File: config.mk
export PLATFORM = sky130hd
export DESIGN_NAME = mm_csr_timer
export DESIGN_NICKNAME = d
export VERILOG_FILES = /design/src/rtl/mm_csr_timer.sv
export SDC_FILE = /design/constraint.sdc
export NUM_CORES = 1
export LEC_CHECK = 0
export CORE_MARGIN = 1.5
export CORE_UTILIZATION = 55
export DETAILED_ROUTE_END_ITERATION = 10
export GPL_TIMING_DRIVEN = 0
export PLACE_DENSITY_LB_ADDON = 0.05
export SLEW_MARGIN = 20
export SYNTH_ARGS = -nofsm -noshare
export SYNTH_HDL_FRONTEND = slang
export SYNTH_SLANG_ARGS = --single-unit
File: constraint.sdc
create_clock -name aclk -period 6.4 [get_ports aclk]
set_input_delay 1.28 -clock aclk [delete_from_list [all_inputs] [get_ports aclk]]
set_output_delay 1.28 -clock aclk [all_outputs]
set_load 0.01 [all_outputs]
File: src/rtl/mm_csr_timer.sv
// mm_csr_timer: memory-mapped CSR bank with a free-running compare timer and
// a level interrupt. It sits behind an AXI-lite to memory-mapped bridge and
// takes one-cycle write/read strobes from it.
//
// Ports:
//   aclk, areset        clock and synchronous active-high reset
//   i_mm_wen/waddr/wdata         write strobe, byte address, data
//   o_mm_invalid_waddr           write address unaligned or unmapped (combinational)
//   o_mm_invalid_w_op            write hits a read-only register (combinational)
//   i_mm_ren/raddr               read strobe and byte address
//   o_mm_rdata                   read data, one cycle after ren, held until next ren
//   o_mm_invalid_raddr           last read address unaligned or unmapped
//   o_mm_invalid_r_op            last read hit the write-only TIMER_CLR
//   o_irq                        IRQ_STATUS[0] & irq_en, registered
//
// Word map: 0 ID (RO), 1 CTRL (RW, bit0 timer_en, bit1 irq_en), 2 SCRATCH (RW),
// 3 TIMER_CNT (RO), 4 TIMER_CMP (RW), 5 IRQ_STATUS (W1C, bit0), 6 TIMER_CLR (WO).
module mm_csr_timer #(
    parameter int          ADDR_WIDTH = 64,
    parameter int          DATA_WIDTH = 64,
    parameter int          STRB_WIDTH = DATA_WIDTH / 8,
    parameter logic [63:0] ID_VALUE   = 64'h0000_0000_C5A7_0001
) (
    input  logic                  aclk,
    input  logic                  areset,
    input  logic                  i_mm_wen,
    input  logic [ADDR_WIDTH-1:0] i_mm_waddr,
    input  logic [DATA_WIDTH-1:0] i_mm_wdata,
    output logic                  o_mm_invalid_waddr,
    output logic                  o_mm_invalid_w_op,
    input  logic                  i_mm_ren,
    input  logic [ADDR_WIDTH-1:0] i_mm_raddr,
    output logic [DATA_WIDTH-1:0] o_mm_rdata,
    output logic                  o_mm_invalid_raddr,
    output logic                  o_mm_invalid_r_op,
    output logic                  o_irq
);

    localparam int OFFS_W = $clog2(STRB_WIDTH);
    localparam int IDX_W  = ADDR_WIDTH - OFFS_W;

    localparam logic [IDX_W-1:0]      NUM_WORDS = IDX_W'(7);
    localparam logic [DATA_WIDTH-1:0] ZERO_D    = {DATA_WIDTH{1'b0}};
    localparam logic [DATA_WIDTH-1:0] ONES_D    = {DATA_WIDTH{1'b1}};
    localparam logic [DATA_WIDTH-1:0] ONE_D     = {{(DATA_WIDTH-1){1'b0}}, 1'b1};
    localparam logic [DATA_WIDTH-1:0] ID_WORD   = ID_VALUE[DATA_WIDTH-1:0];

    localparam logic [2:0] IDX_ID      = 3'd0;
    localparam logic [2:0] IDX_CTRL    = 3'd1;
    localparam logic [2:0] IDX_SCRATCH = 3'd2;
    localparam logic [2:0] IDX_CNT     = 3'd3;
    localparam logic [2:0] IDX_CMP     = 3'd4;
    localparam logic [2:0] IDX_STATUS  = 3'd5;
    localparam logic [2:0] IDX_CLR     = 3'd6;

    // Aligned and word index inside the 7-word window; every address bit matters.
    function automatic logic addr_valid(input logic [ADDR_WIDTH-1:0] addr);
        return (addr[OFFS_W-1:0] == {OFFS_W{1'b0}}) &&
               (addr[ADDR_WIDTH-1:OFFS_W] < NUM_WORDS);
    endfunction

    // Architectural state
    logic [1:0]            ctrl_r;
    logic [DATA_WIDTH-1:0] scratch_r;
    logic [DATA_WIDTH-1:0] cnt_r;
    logic [DATA_WIDTH-1:0] cmp_r;
    logic                  irq_st_r;
    logic                  irq_r;

    // Read port registers
    logic [DATA_WIDTH-1:0] rdata_r;
    logic                  inv_raddr_r;
    logic                  inv_rop_r;

    // Write decode
    logic       w_addr_ok_s;
    logic [2:0] w_sel_s;
    logic       w_ro_s;
    logic       w_ok_s;
    logic       we_ctrl_s;
    logic       we_scratch_s;
    logic       we_cmp_s;
    logic       we_status_s;
    logic       we_clr_s;

    // Next-state values
    logic [1:0]            ctrl_nxt_s;
    logic [DATA_WIDTH-1:0] scratch_nxt_s;
    logic [DATA_WIDTH-1:0] cmp_nxt_s;
    logic [DATA_WIDTH-1:0] cnt_nxt_s;
    logic                  match_s;
    logic                  irq_st_nxt_s;
    logic                  irq_nxt_s;

    // Read decode
    logic                  r_addr_ok_s;
    logic [2:0]            r_sel_s;
    logic [DATA_WIDTH-1:0] rd_word_s;
    logic                  rd_inv_addr_s;
    logic                  rd_inv_op_s;

    // Decode the write address and classify read-only targets.
    always_comb begin
        w_addr_ok_s = addr_valid(i_mm_waddr);
        w_sel_s     = i_mm_waddr[OFFS_W+2:OFFS_W];
        case (w_sel_s)
            IDX_ID, IDX_CNT: w_ro_s = 1'b1;
            default:         w_ro_s = 1'b0;
        endcase
    end

    assign w_ok_s       = i_mm_wen & w_addr_ok_s & ~w_ro_s;
    assign we_ctrl_s    = w_ok_s & (w_sel_s == IDX_CTRL);
    assign we_scratch_s = w_ok_s & (w_sel_s == IDX_SCRATCH);
    assign we_cmp_s     = w_ok_s & (w_sel_s == IDX_CMP);
    assign we_status_s  = w_ok_s & (w_sel_s == IDX_STATUS);
    assign we_clr_s     = w_ok_s & (w_sel_s == IDX_CLR);

    // Invalid address wins, so the op flag only looks at mapped addresses.
    assign o_mm_invalid_waddr = i_mm_wen & ~w_addr_ok_s;
    assign o_mm_invalid_w_op  = i_mm_wen & w_addr_ok_s & w_ro_s;

    // Next-state logic for the CSRs, timer and interrupt status.
    always_comb begin
        if (we_ctrl_s) begin
            ctrl_nxt_s = i_mm_wdata[1:0];
        end else begin
            ctrl_nxt_s = ctrl_r;
        end

        if (we_scratch_s) begin
            scratch_nxt_s = i_mm_wdata;
        end else begin
            scratch_nxt_s = scratch_r;
        end

        if (we_cmp_s) begin
            cmp_nxt_s = i_mm_wdata;
        end else begin
            cmp_nxt_s = cmp_r;
        end

        // Clear beats increment; the increment uses the current timer_en so a
        // clear in the enabling cycle still yields 0 first.
        if (we_clr_s) begin
            cnt_nxt_s = ZERO_D;
        end else if (ctrl_r[0]) begin
            cnt_nxt_s = cnt_r + ONE_D;
        end else begin
            cnt_nxt_s = cnt_r;
        end

        // A match sets the status even if software is clearing it this cycle.
        match_s = ctrl_r[0] & (cnt_r == cmp_r);
        if (match_s) begin
            irq_st_nxt_s = 1'b1;
        end else if (we_status_s & i_mm_wdata[0]) begin
            irq_st_nxt_s = 1'b0;
        end else begin
            irq_st_nxt_s = irq_st_r;
        end

        // Computed from next values so o_irq tracks status & enable with no lag.
        irq_nxt_s = irq_st_nxt_s & ctrl_nxt_s[1];
    end

    // Read mux over the pre-write register values.
    always_comb begin
        r_addr_ok_s   = addr_valid(i_mm_raddr);
        r_sel_s       = i_mm_raddr[OFFS_W+2:OFFS_W];
        rd_word_s     = ZERO_D;
        rd_inv_addr_s = 1'b0;
        rd_inv_op_s   = 1'b0;
        if (!r_addr_ok_s) begin
            rd_inv_addr_s = 1'b1;
        end else begin
            case (r_sel_s)
                IDX_ID:      rd_word_s = ID_WORD;
                IDX_CTRL:    rd_word_s = {{(DATA_WIDTH-2){1'b0}}, ctrl_r};
                IDX_SCRATCH: rd_word_s = scratch_r;
                IDX_CNT:     rd_word_s = cnt_r;
                IDX_CMP:     rd_word_s = cmp_r;
                IDX_STATUS:  rd_word_s = {{(DATA_WIDTH-1){1'b0}}, irq_st_r};
                IDX_CLR:     rd_inv_op_s = 1'b1;
                default:     rd_word_s = ZERO_D;
            endcase
        end
    end

    // CSR, timer and interrupt state registers.
    always_ff @(posedge aclk) begin
        if (areset) begin
            ctrl_r    <= 2'b00;
            scratch_r <= ZERO_D;
            cnt_r     <= ZERO_D;
            cmp_r     <= ONES_D;
            irq_st_r  <= 1'b0;
            irq_r     <= 1'b0;
        end else begin
            ctrl_r    <= ctrl_nxt_s;
            scratch_r <= scratch_nxt_s;
            cnt_r     <= cnt_nxt_s;
            cmp_r     <= cmp_nxt_s;
            irq_st_r  <= irq_st_nxt_s;
            irq_r     <= irq_nxt_s;
        end
    end

    // Read response registers; held between strobes for a stalling bridge.
    always_ff @(posedge aclk) begin
        if (areset) begin
            rdata_r     <= ZERO_D;
            inv_raddr_r <= 1'b0;
            inv_rop_r   <= 1'b0;
        end else if (i_mm_ren) begin
            rdata_r     <= rd_word_s;
            inv_raddr_r <= rd_inv_addr_s;
            inv_rop_r   <= rd_inv_op_s;
        end else begin
            rdata_r     <= rdata_r;
            inv_raddr_r <= inv_raddr_r;
            inv_rop_r   <= inv_rop_r;
        end
    end

    assign o_mm_rdata         = rdata_r;
    assign o_mm_invalid_raddr = inv_raddr_r;
    assign o_mm_invalid_r_op  = inv_rop_r;
    assign o_irq              = irq_r;

endmodule

==> metrics.txt, run 1 <==
# TYPE chip_impl_metric gauge
chip_impl_metric{name="worst_ep_required_time",unit="ns"} 5.12
chip_impl_metric{name="mappedNetlistNets",unit=""} 1741
chip_impl_metric{name="post-route-min-period",unit="ns"} 5.28
chip_impl_info{name="clockRootBuffer",value="sky130_fd_sc_hd__clkbuf_16"} 1
chip_impl_metric{name="die_width",unit="um"} 153
chip_impl_metric{name="syn_avg_cell_area",unit="um^2"} 8.05
chip_impl_metric{name="cp.arrival",unit="ns"} 4.00
chip_impl_metric{name="pwr_density_cell",unit="nW/um^2"} 219
chip_impl_info{name="rsz0062_at_grt",value="no"} 1
chip_impl_metric{name="ctsResizeCount",unit=""} 0
chip_impl_info{name="yosys.area.top_type",value="sky130_fd_sc_hd__dfxtp_1"} 1
chip_impl_metric{name="post_route_cells_drive_above_1_share",unit=""} 0.0334
chip_impl_info{name="category_of_the_critical_setup_timing_path",value="in -> out"} 1
chip_impl_metric{name="maximum_count_of_clock_buffers_along_a_single_path",unit=""} 3
chip_impl_metric{name="vias_in_the_first_global_route",unit=""} 11700
chip_impl_metric{name="post_drt_wl_per_cell",unit="um"} 19.7
chip_impl_metric{name="fin_tns_setup",unit="ns"} 0
chip_impl_metric{name="totalPowerFinal",unit="uW"} 3580
chip_impl_metric{name="worst_slew_margin_rel",unit=""} 0.285
chip_impl_metric{name="path_clk_slew",unit="ns"} 0.06
chip_impl_metric{name="drv_cap",unit=""} 0
chip_impl_metric{name="wire_length_of_the_first_global_routing_pass",unit="um"} 64300
chip_impl_metric{name="die-area",unit="um^2"} 23500
chip_impl_metric{name="critical_path_buf_inv_count",unit=""} 2
chip_impl_metric{name="syn_inst",unit=""} 1544
chip_impl_metric{name="vias_per_cell",unit=""} 5.79
chip_impl_info{name="cp-end-kind",value="primary output"} 1
chip_impl_metric{name="timing.clock.skew",unit="ns"} 0.0122
chip_impl_info{name="yosys-top-cells-area",value="sky130_fd_sc_hd__dfxtp_1, sky130_fd_sc_hd__mux2i_1, sky130_fd_sc_hd__nor2_1, sky130_fd_sc_hd__a21oi_1, sky130_fd_sc_hd__xor2_1"} 1
chip_impl_metric{name="timing.final.hold_violations",unit=""} 0
chip_impl_metric{name="placeable_core_area",unit="um^2"} 22000
chip_impl_metric{name="io-pin-count",unit=""} 265
chip_impl_metric{name="dr.pass1.iters",unit=""} 7
chip_impl_metric{name="synthDominantCellAreaShare",unit=""} 0.422
chip_impl_metric{name="cts_hold_repair.buffers",unit=""} 0
chip_impl_metric{name="post-cts-setup-buffers",unit=""} 0
chip_impl_info{name="timing.hold.worst.class",value="reg -> reg"} 1
chip_impl_info{name="prevailing_post_synth_register_cell",value="sky130_fd_sc_hd__dfxtp_1"} 1
chip_impl_metric{name="synth_enable_flop_cells",unit=""} 0
chip_impl_metric{name="syn_area",unit="um^2"} 12400
chip_impl_metric{name="cts-htree-levels",unit=""} 1
chip_impl_metric{name="clock_sink_count",unit=""} 262
chip_impl_metric{name="synthesis.yosys.warnings",unit=""} 0
chip_impl_info{name="cp_cell_sequence",value="clkdlybuf4s50_1 -> nor4_1 -> nand4_1 -> a311oi_1 -> nand2_1 -> nor4b_1 -> clkdlybuf4s50_1"} 1
chip_impl_metric{name="report.final.slew_viol_count",unit=""} 0
chip_impl_info{name="tritoncts",value="built"} 1
chip_impl_info{name="path_delay_family",value="buffers and inverters"} 1
chip_impl_metric{name="synth_cell_type_count",unit=""} 43
chip_impl_metric{name="post-route-period-util",unit=""} 0.824
chip_impl_metric{name="finalWeightedCongestion",unit=""} 0.941
chip_impl_metric{name="number_of_antenna_violations_at_the_first_check_in_global_routing",unit=""} 1
chip_impl_metric{name="static-leakage-power",unit="uW"} 0.00609
chip_impl_metric{name="globalRouteOverflowTotal",unit=""} 0
chip_impl_metric{name="post-dp-hpwl",unit="um"} 31200
chip_impl_metric{name="via_count",unit=""} 12400
chip_impl_metric{name="cpPeakStageDelay",unit="ns"} 0.63
chip_impl_info{name="top_cell_by_count_worst_path",value="sky130_fd_sc_hd__clkdlybuf4s50_1"} 1
chip_impl_info{name="setup.worst_path.start_class",value="primary input"} 1
chip_impl_info{name="critical-path-slowest-cell",value="sky130_fd_sc_hd__clkdlybuf4s50_1"} 1
chip_impl_metric{name="finalSetupViolCount",unit=""} 0
chip_impl_metric{name="route.antenna.remaining_nets",unit=""} 0
chip_impl_metric{name="worst-path-max-fanout",unit=""} 4
chip_impl_metric{name="asyncSetResetFlopFracSynth",unit=""} 0
chip_impl_metric{name="track_usage",unit=""} 0.347
chip_impl_metric{name="clock_latency",unit="ns"} 0.53
chip_impl_metric{name="site_row_count",unit=""} 54
chip_impl_metric{name="cts_buffers",unit=""} 27
chip_impl_metric{name="tightest_slew",unit="ns"} 1.07
chip_impl_metric{name="route.detailed.drc",unit=""} 0
chip_impl_metric{name="drt-initial-drc-count",unit=""} 1195
chip_impl_metric{name="seq_area_frac_synth",unit=""} 0.422
chip_impl_metric{name="route.final.wire_length",unit="um"} 42100
chip_impl_metric{name="synth_seq_cells",unit=""} 262
chip_impl_metric{name="achievable-frequency",unit="MHz"} 190
chip_impl_info{name="status",value="finished, final reports clean"} 1
chip_impl_metric{name="grt_start_max_net_pins",unit=""} 15
chip_impl_metric{name="nNetsFinal",unit=""} 2032
chip_impl_metric{name="area_delta_synth_final",unit="%"} 31.6
chip_impl_metric{name="initial_utilization",unit=""} 0.564
chip_impl_metric{name="port_buffers",unit=""} 261
chip_impl_metric{name="max-vdd-ir-drop",unit="mV"} 0.203
chip_impl_metric{name="die_h",unit="um"} 153
==> final timing paths <==
check / start / endpoint / slack (ns) / cells past startpoint
worst max-delay path: i_mm_waddr[23] / o_mm_invalid_w_op / 1.12 / 7
worst min-delay path: o_mm_rdata[0] / o_mm_rdata[0] / 0.47 / 2
worst max register to register: cnt_r[22] / cnt_r[61] / 3.50 / 7
worst min register to register: o_mm_rdata[0] / o_mm_rdata[0] / 0.47 / 2
==> worst reg2reg max path: stages (launching register included) <==
cell and delay, ns:
sky130_fd_sc_hd__dfxtp_1 0.32, sky130_fd_sc_hd__clkbuf_1 0.31, sky130_fd_sc_hd__nand4_1 0.34, sky130_fd_sc_hd__nor3_1 0.49
sky130_fd_sc_hd__nand4_1 0.58, sky130_fd_sc_hd__nor4_1 0.51, sky130_fd_sc_hd__xnor2_1 0.16, sky130_fd_sc_hd__nor2_1 0.05
==> report_power, final <==
| group | total [uW] | switching [uW] | internal [uW] |
|---|---|---|---|
| Sequential | 1630 | 0.274 | 1630 |
| Clock | 1690 | 654 | 1030 |
| Combinational | 269 | 134 | 135 |
| Total | 3580 | 789 | 2800 |
==> synth_stat cells, types with 22 or more instances <==
cell type	n
sky130_fd_sc_hd__xor2_1	78
sky130_fd_sc_hd__nor4_1	48
sky130_fd_sc_hd__nand4_1	31
sky130_fd_sc_hd__inv_1	22
sky130_fd_sc_hd__nor2_1	278
sky130_fd_sc_hd__clkbuf_1	88
sky130_fd_sc_hd__xnor2_1	38
sky130_fd_sc_hd__o21ai_0	68
sky130_fd_sc_hd__nor3_1	88
sky130_fd_sc_hd__a21oi_1	154
sky130_fd_sc_hd__nand2_1	95
sky130_fd_sc_hd__nor2b_1	72
sky130_fd_sc_hd__nand3_1	29
sky130_fd_sc_hd__dfxtp_1	262
sky130_fd_sc_hd__mux2i_1	122
==> per-stage QoR <==
stage / setup slack (ns) / instances / cell area [um^2] / hold slack (ns) / util
detailed placement: 1.23 / 2086 / 15400 / 0.462 / 0.700
CTS: 1.22 / 2134 / 16400 / 0.473 / 0.743
global route: 0.877 / 2135 / 16400 / 0.506 / 0.743
finish: 1.12 / 2135 / 16400 / 0.471 / 0.743
global placement: 1.23 / 2085 / 15400 / 0.463 / 0.699
floorplan: 2.42 / 1544 / 12400 / 0.463 / -
==> cells by family after synthesis <==
kind of cell / Yosys count / share of synthesized area
compound gates: 231 / 0.0955
fa+ha+maj: 1 / 0.00101
flops: 262 / 0.422
xor+xnor: 116 / 0.0817
simple gates: 678 / 0.260
buf+inv: 134 / 0.0415
mux: 122 / 0.0982
==> cells in the final DEF (no fill, tap or decap), types with 22 or more instances in the layout <==
cell type / n
sky130_fd_sc_hd__xnor2_1: 38
sky130_fd_sc_hd__nand3_1: 29
sky130_fd_sc_hd__clkbuf_1: 91
sky130_fd_sc_hd__nand2_1: 95
sky130_fd_sc_hd__inv_1: 22
sky130_fd_sc_hd__xor2_1: 78
sky130_fd_sc_hd__nor2b_1: 72
sky130_fd_sc_hd__mux2i_1: 122
sky130_fd_sc_hd__nor4_1: 48
sky130_fd_sc_hd__o21ai_0: 68
sky130_fd_sc_hd__clkbuf_16: 27
sky130_fd_sc_hd__a21oi_1: 154
sky130_fd_sc_hd__nor3_1: 88
sky130_fd_sc_hd__nand4_1: 31
sky130_fd_sc_hd__clkdlybuf4s50_1: 261
sky130_fd_sc_hd__dfxtp_1: 262
sky130_fd_sc_hd__nor2_1: 278
==> metal layers <==
metal / global-route usage / part of all wire
met5: 0 / 0
met4: 0.188 / 0.057
met3: 0.0697 / 0.095
met2: 0.573 / 0.46
met1: 0.425 / 0.39
==> area by class of cell <==
type	instances	area [um^2]
multi-input cells	1148	6680
fillers	1744	5670
flip-flops and latches	262	5250
repair buffers	262	2620
clock buffers	35	756
plain buffers	112	433
well taps	280	350
clock inverters	13	194
inverters	22	82.6
diodes	1	2.50
==> state kept, by name, indices dropped and copies added (netlist names) <==
| register | cells |
|---|---|
| o_mm_invalid_raddr | 1 |
| o_irq | 1 |
| ctrl_r | 2 |
| scratch_r | 64 |
| cmp_r | 64 |
| cnt_r | 64 |
| o_mm_rdata | 64 |
| irq_st_r | 1 |
| o_mm_invalid_r_op | 1 |
Note: power is estimated with default switching activity, not from simulation.
==> inputs of run 2 (changes only) <==
- CORE_UTILIZATION: 55 -> 46
- clock period: 6.4 -> 4.59 ns (I/O delays scaled with it)
==> metrics.txt, run 2 (synthesis results as in run 1) <==
# TYPE chip_impl_metric gauge
chip_impl_metric{name="setup.reg_to_reg.worst_slack",unit="ns"} 1.76
chip_impl_metric{name="switch_pwr",unit="uW"} 1140
chip_impl_metric{name="fin_tns_setup",unit="ns"} 0
chip_impl_metric{name="setup_slack",unit="ns"} 0.130
chip_impl_metric{name="cpPeakStageDelay",unit="ns"} 0.61
chip_impl_metric{name="drv_cap",unit=""} 0
chip_impl_info{name="reg_to_reg_critical_path_endpoint",value="cnt_r[61]"} 1
chip_impl_metric{name="cts-htree-levels",unit=""} 1
chip_impl_info{name="status",value="finished, final reports clean"} 1
chip_impl_metric{name="die-area",unit="um^2"} 28000
chip_impl_info{name="top_cell_by_count_worst_path",value="sky130_fd_sc_hd__clkdlybuf4s50_1"} 1
chip_impl_metric{name="port_buffers",unit=""} 261
chip_impl_metric{name="sequential_cell_fraction_of_total_power",unit=""} 0.445
chip_impl_metric{name="finalWeightedCongestion",unit=""} 0.915
chip_impl_metric{name="initial_utilization",unit=""} 0.473
chip_impl_metric{name="path_clk_slew",unit="ns"} 0.06
chip_impl_metric{name="area_delta_synth_final",unit="%"} 32.9
chip_impl_metric{name="finalSetupViolCount",unit=""} 0
chip_impl_metric{name="drt-initial-drc-count",unit=""} 770
chip_impl_metric{name="site_row_count",unit=""} 59
chip_impl_metric{name="vias_in_the_first_global_route",unit=""} 11700
chip_impl_info{name="regToRegStartpoint",value="cnt_r[22]"} 1
chip_impl_metric{name="post-route-period-util",unit=""} 0.972
chip_impl_metric{name="post-dp-hpwl",unit="um"} 32600
chip_impl_metric{name="timing.final.hold_violations",unit=""} 0
chip_impl_metric{name="globalRouteOverflowTotal",unit=""} 0
chip_impl_metric{name="tightest_slew",unit="ns"} 1.13
chip_impl_info{name="path_delay_family",value="simple AND/OR/NAND/NOR gates"} 1
chip_impl_metric{name="diodes",unit=""} 0
chip_impl_metric{name="post_drt_wl_per_cell",unit="um"} 19.7
chip_impl_info{name="timing.hold.worst.class",value="reg -> reg"} 1
chip_impl_metric{name="place_ws",unit="ns"} -0.0673
chip_impl_info{name="clockRootBuffer",value="sky130_fd_sc_hd__clkbuf_16"} 1
chip_impl_info{name="critical-path-slowest-cell",value="sky130_fd_sc_hd__clkdlybuf4s50_1"} 1
chip_impl_metric{name="critical_path_buf_inv_count",unit=""} 2
chip_impl_info{name="setup.worst_path.start_class",value="primary input"} 1
chip_impl_metric{name="crit_cells",unit=""} 7
chip_impl_metric{name="placeable_core_area",unit="um^2"} 26300
chip_impl_metric{name="dr.pass1.iters",unit=""} 6
chip_impl_metric{name="power_share_of_the_combinational_group",unit=""} 0.074
chip_impl_metric{name="power_switching_share",unit=""} 0.222
chip_impl_metric{name="clock_power_share",unit=""} 0.481
chip_impl_metric{name="post-route-min-period",unit="ns"} 4.46
chip_impl_metric{name="route.detailed.drc",unit=""} 0
chip_impl_metric{name="achievable-frequency",unit="MHz"} 224
chip_impl_metric{name="post-cts-setup-buffers",unit=""} 0
chip_impl_metric{name="report.final.slew_viol_count",unit=""} 0
chip_impl_metric{name="clock_latency",unit="ns"} 0.55
chip_impl_metric{name="wire_length_of_the_first_global_routing_pass",unit="um"} 65300
chip_impl_metric{name="grt_start_max_net_pins",unit=""} 15
chip_impl_metric{name="die_width",unit="um"} 167
chip_impl_metric{name="pwr_density_cell",unit="nW/um^2"} 309
chip_impl_info{name="setup.worst_path.end",value="o_mm_invalid_w_op"} 1
chip_impl_metric{name="clock_sink_count",unit=""} 262
chip_impl_info{name="rsz0062_at_grt",value="no"} 1
chip_impl_metric{name="cellInternalPower",unit="uW"} 3970
chip_impl_info{name="cp-end-kind",value="primary output"} 1
chip_impl_metric{name="via_count",unit=""} 12100
chip_impl_info{name="startpoint",value="i_mm_waddr[22]"} 1
chip_impl_metric{name="timing.clock.skew",unit="ns"} 0.0115
chip_impl_info{name="most-common-layout-cells",value="sky130_fd_sc_hd__nor2_1, sky130_fd_sc_hd__dfxtp_1, sky130_fd_sc_hd__clkdlybuf4s50_1, sky130_fd_sc_hd__a21oi_1, sky130_fd_sc_hd__mux2i_1"} 1
chip_impl_metric{name="worst-path-max-fanout",unit=""} 4
chip_impl_info{name="tritoncts",value="built"} 1
chip_impl_metric{name="route.antenna.remaining_nets",unit=""} 0
chip_impl_metric{name="vias_per_cell",unit=""} 5.52
chip_impl_metric{name="maximum_count_of_clock_buffers_along_a_single_path",unit=""} 3
chip_impl_metric{name="worst_ep_required_time",unit="ns"} 3.67
chip_impl_metric{name="io-pin-count",unit=""} 265
chip_impl_metric{name="cp.arrival",unit="ns"} 3.54
chip_impl_metric{name="timing.reg2reg.worst_path_depth",unit=""} 7
chip_impl_metric{name="post_route_cells_drive_above_1_share",unit=""} 0.0366
chip_impl_info{name="category_of_the_critical_setup_timing_path",value="in -> out"} 1
chip_impl_info{name="layout_commonest_cell",value="sky130_fd_sc_hd__nor2_1"} 1
chip_impl_metric{name="worst_slew_margin_rel",unit=""} 0.244
chip_impl_metric{name="number_of_antenna_violations_at_the_first_check_in_global_routing",unit=""} 2
chip_impl_metric{name="static-leakage-power",unit="uW"} 0.00612
chip_impl_metric{name="max-vdd-ir-drop",unit="mV"} 0.236
chip_impl_metric{name="route.final.wire_length",unit="um"} 43100
chip_impl_metric{name="cts_buffers",unit=""} 28
chip_impl_metric{name="nNetsFinal",unit=""} 2033
chip_impl_metric{name="track_usage",unit=""} 0.298
chip_impl_metric{name="die_h",unit="um"} 167
chip_impl_info{name="cp_cell_sequence",value="clkdlybuf4s50_1 -> nor4_2 -> nand4_1 -> a311oi_4 -> nand2_1 -> nor4b_1 -> clkdlybuf4s50_1"} 1
chip_impl_metric{name="finalCoreUtilization",unit=""} 0.629
run 2: worst min-delay path, delay by kind of cell (launching register included):
family,cells,cell delay (ns)
AND/OR/NAND/NOR,1,0.06
AO/OA/AOI/OAI,1,0.05
flip-flops,1,0.31
run 2: worst min-delay path by stage:
stage | from | end | slack [ns] | cells past startpoint
finish | o_mm_invalid_r_op | o_mm_invalid_r_op | 0.47 | 2
global route | o_mm_invalid_r_op | o_mm_invalid_r_op | 0.52 | 2
CTS | o_mm_invalid_r_op | o_mm_invalid_r_op | 0.48 | 2
detailed placement | o_mm_invalid_raddr | o_mm_invalid_raddr | 0.47 | 2
global placement | o_mm_invalid_r_op | o_mm_invalid_r_op | 0.46 | 2
floorplan | scratch_r[10] | scratch_r[10] | 0.46 | 2
run 2: routing by layer:
metal,vias up,global-route usage,wire (um)
met1,5679,0.364,17800
met3,84,0.0676,3480
li1,5851,-,-
met4,4,0.121,1660
met2,476,0.506,20200
met5,-,0,23
run 2: power by group through the flow:
stage                     Sequential [uW]  Clock (uW)  Combinational [uW]
after floorplan                      2330           0                 115
after global placement               2330           0                 370
after detailed placement             2330           0                 372
after CTS                            2270        2480                 374
after global routing                 2270        2580                 399
final                                2270        2460                 380
run 2: layout make-up:
| class | instances | area [um^2] |
|---|---|---|
| Clock buffer | 38 | 808 |
| Tap cell | 335 | 419 |
| Multi-Input combinational cell | 1148 | 6710 |
| Clock inverter | 13 | 204 |
| Inverter | 22 | 82.6 |
| Sequential cell | 262 | 5250 |
| Timing Repair Buffer | 262 | 2620 |
| Buffer | 112 | 433 |
| Fill cell | 2365 | 9760 |
run 2: metrics by stage:
stage	cells	hold WS, ns	total power (uW)	cell area (um^2)
final	2192	0.473	5110	16500
after floorplan	1544	0.463	2440	12400
after global routing	2192	0.517	5250	16500
after detailed placement	2141	0.467	2700	15500
after CTS	2192	0.479	5120	16500
after global placement	2140	0.458	2700	15500
run 2: what timing repair did:
action	in CTS	in global routing
setup endpoints to repair	1	2
hold buffers	0	0
gates resized for setup	1	3
pin swaps	0	2
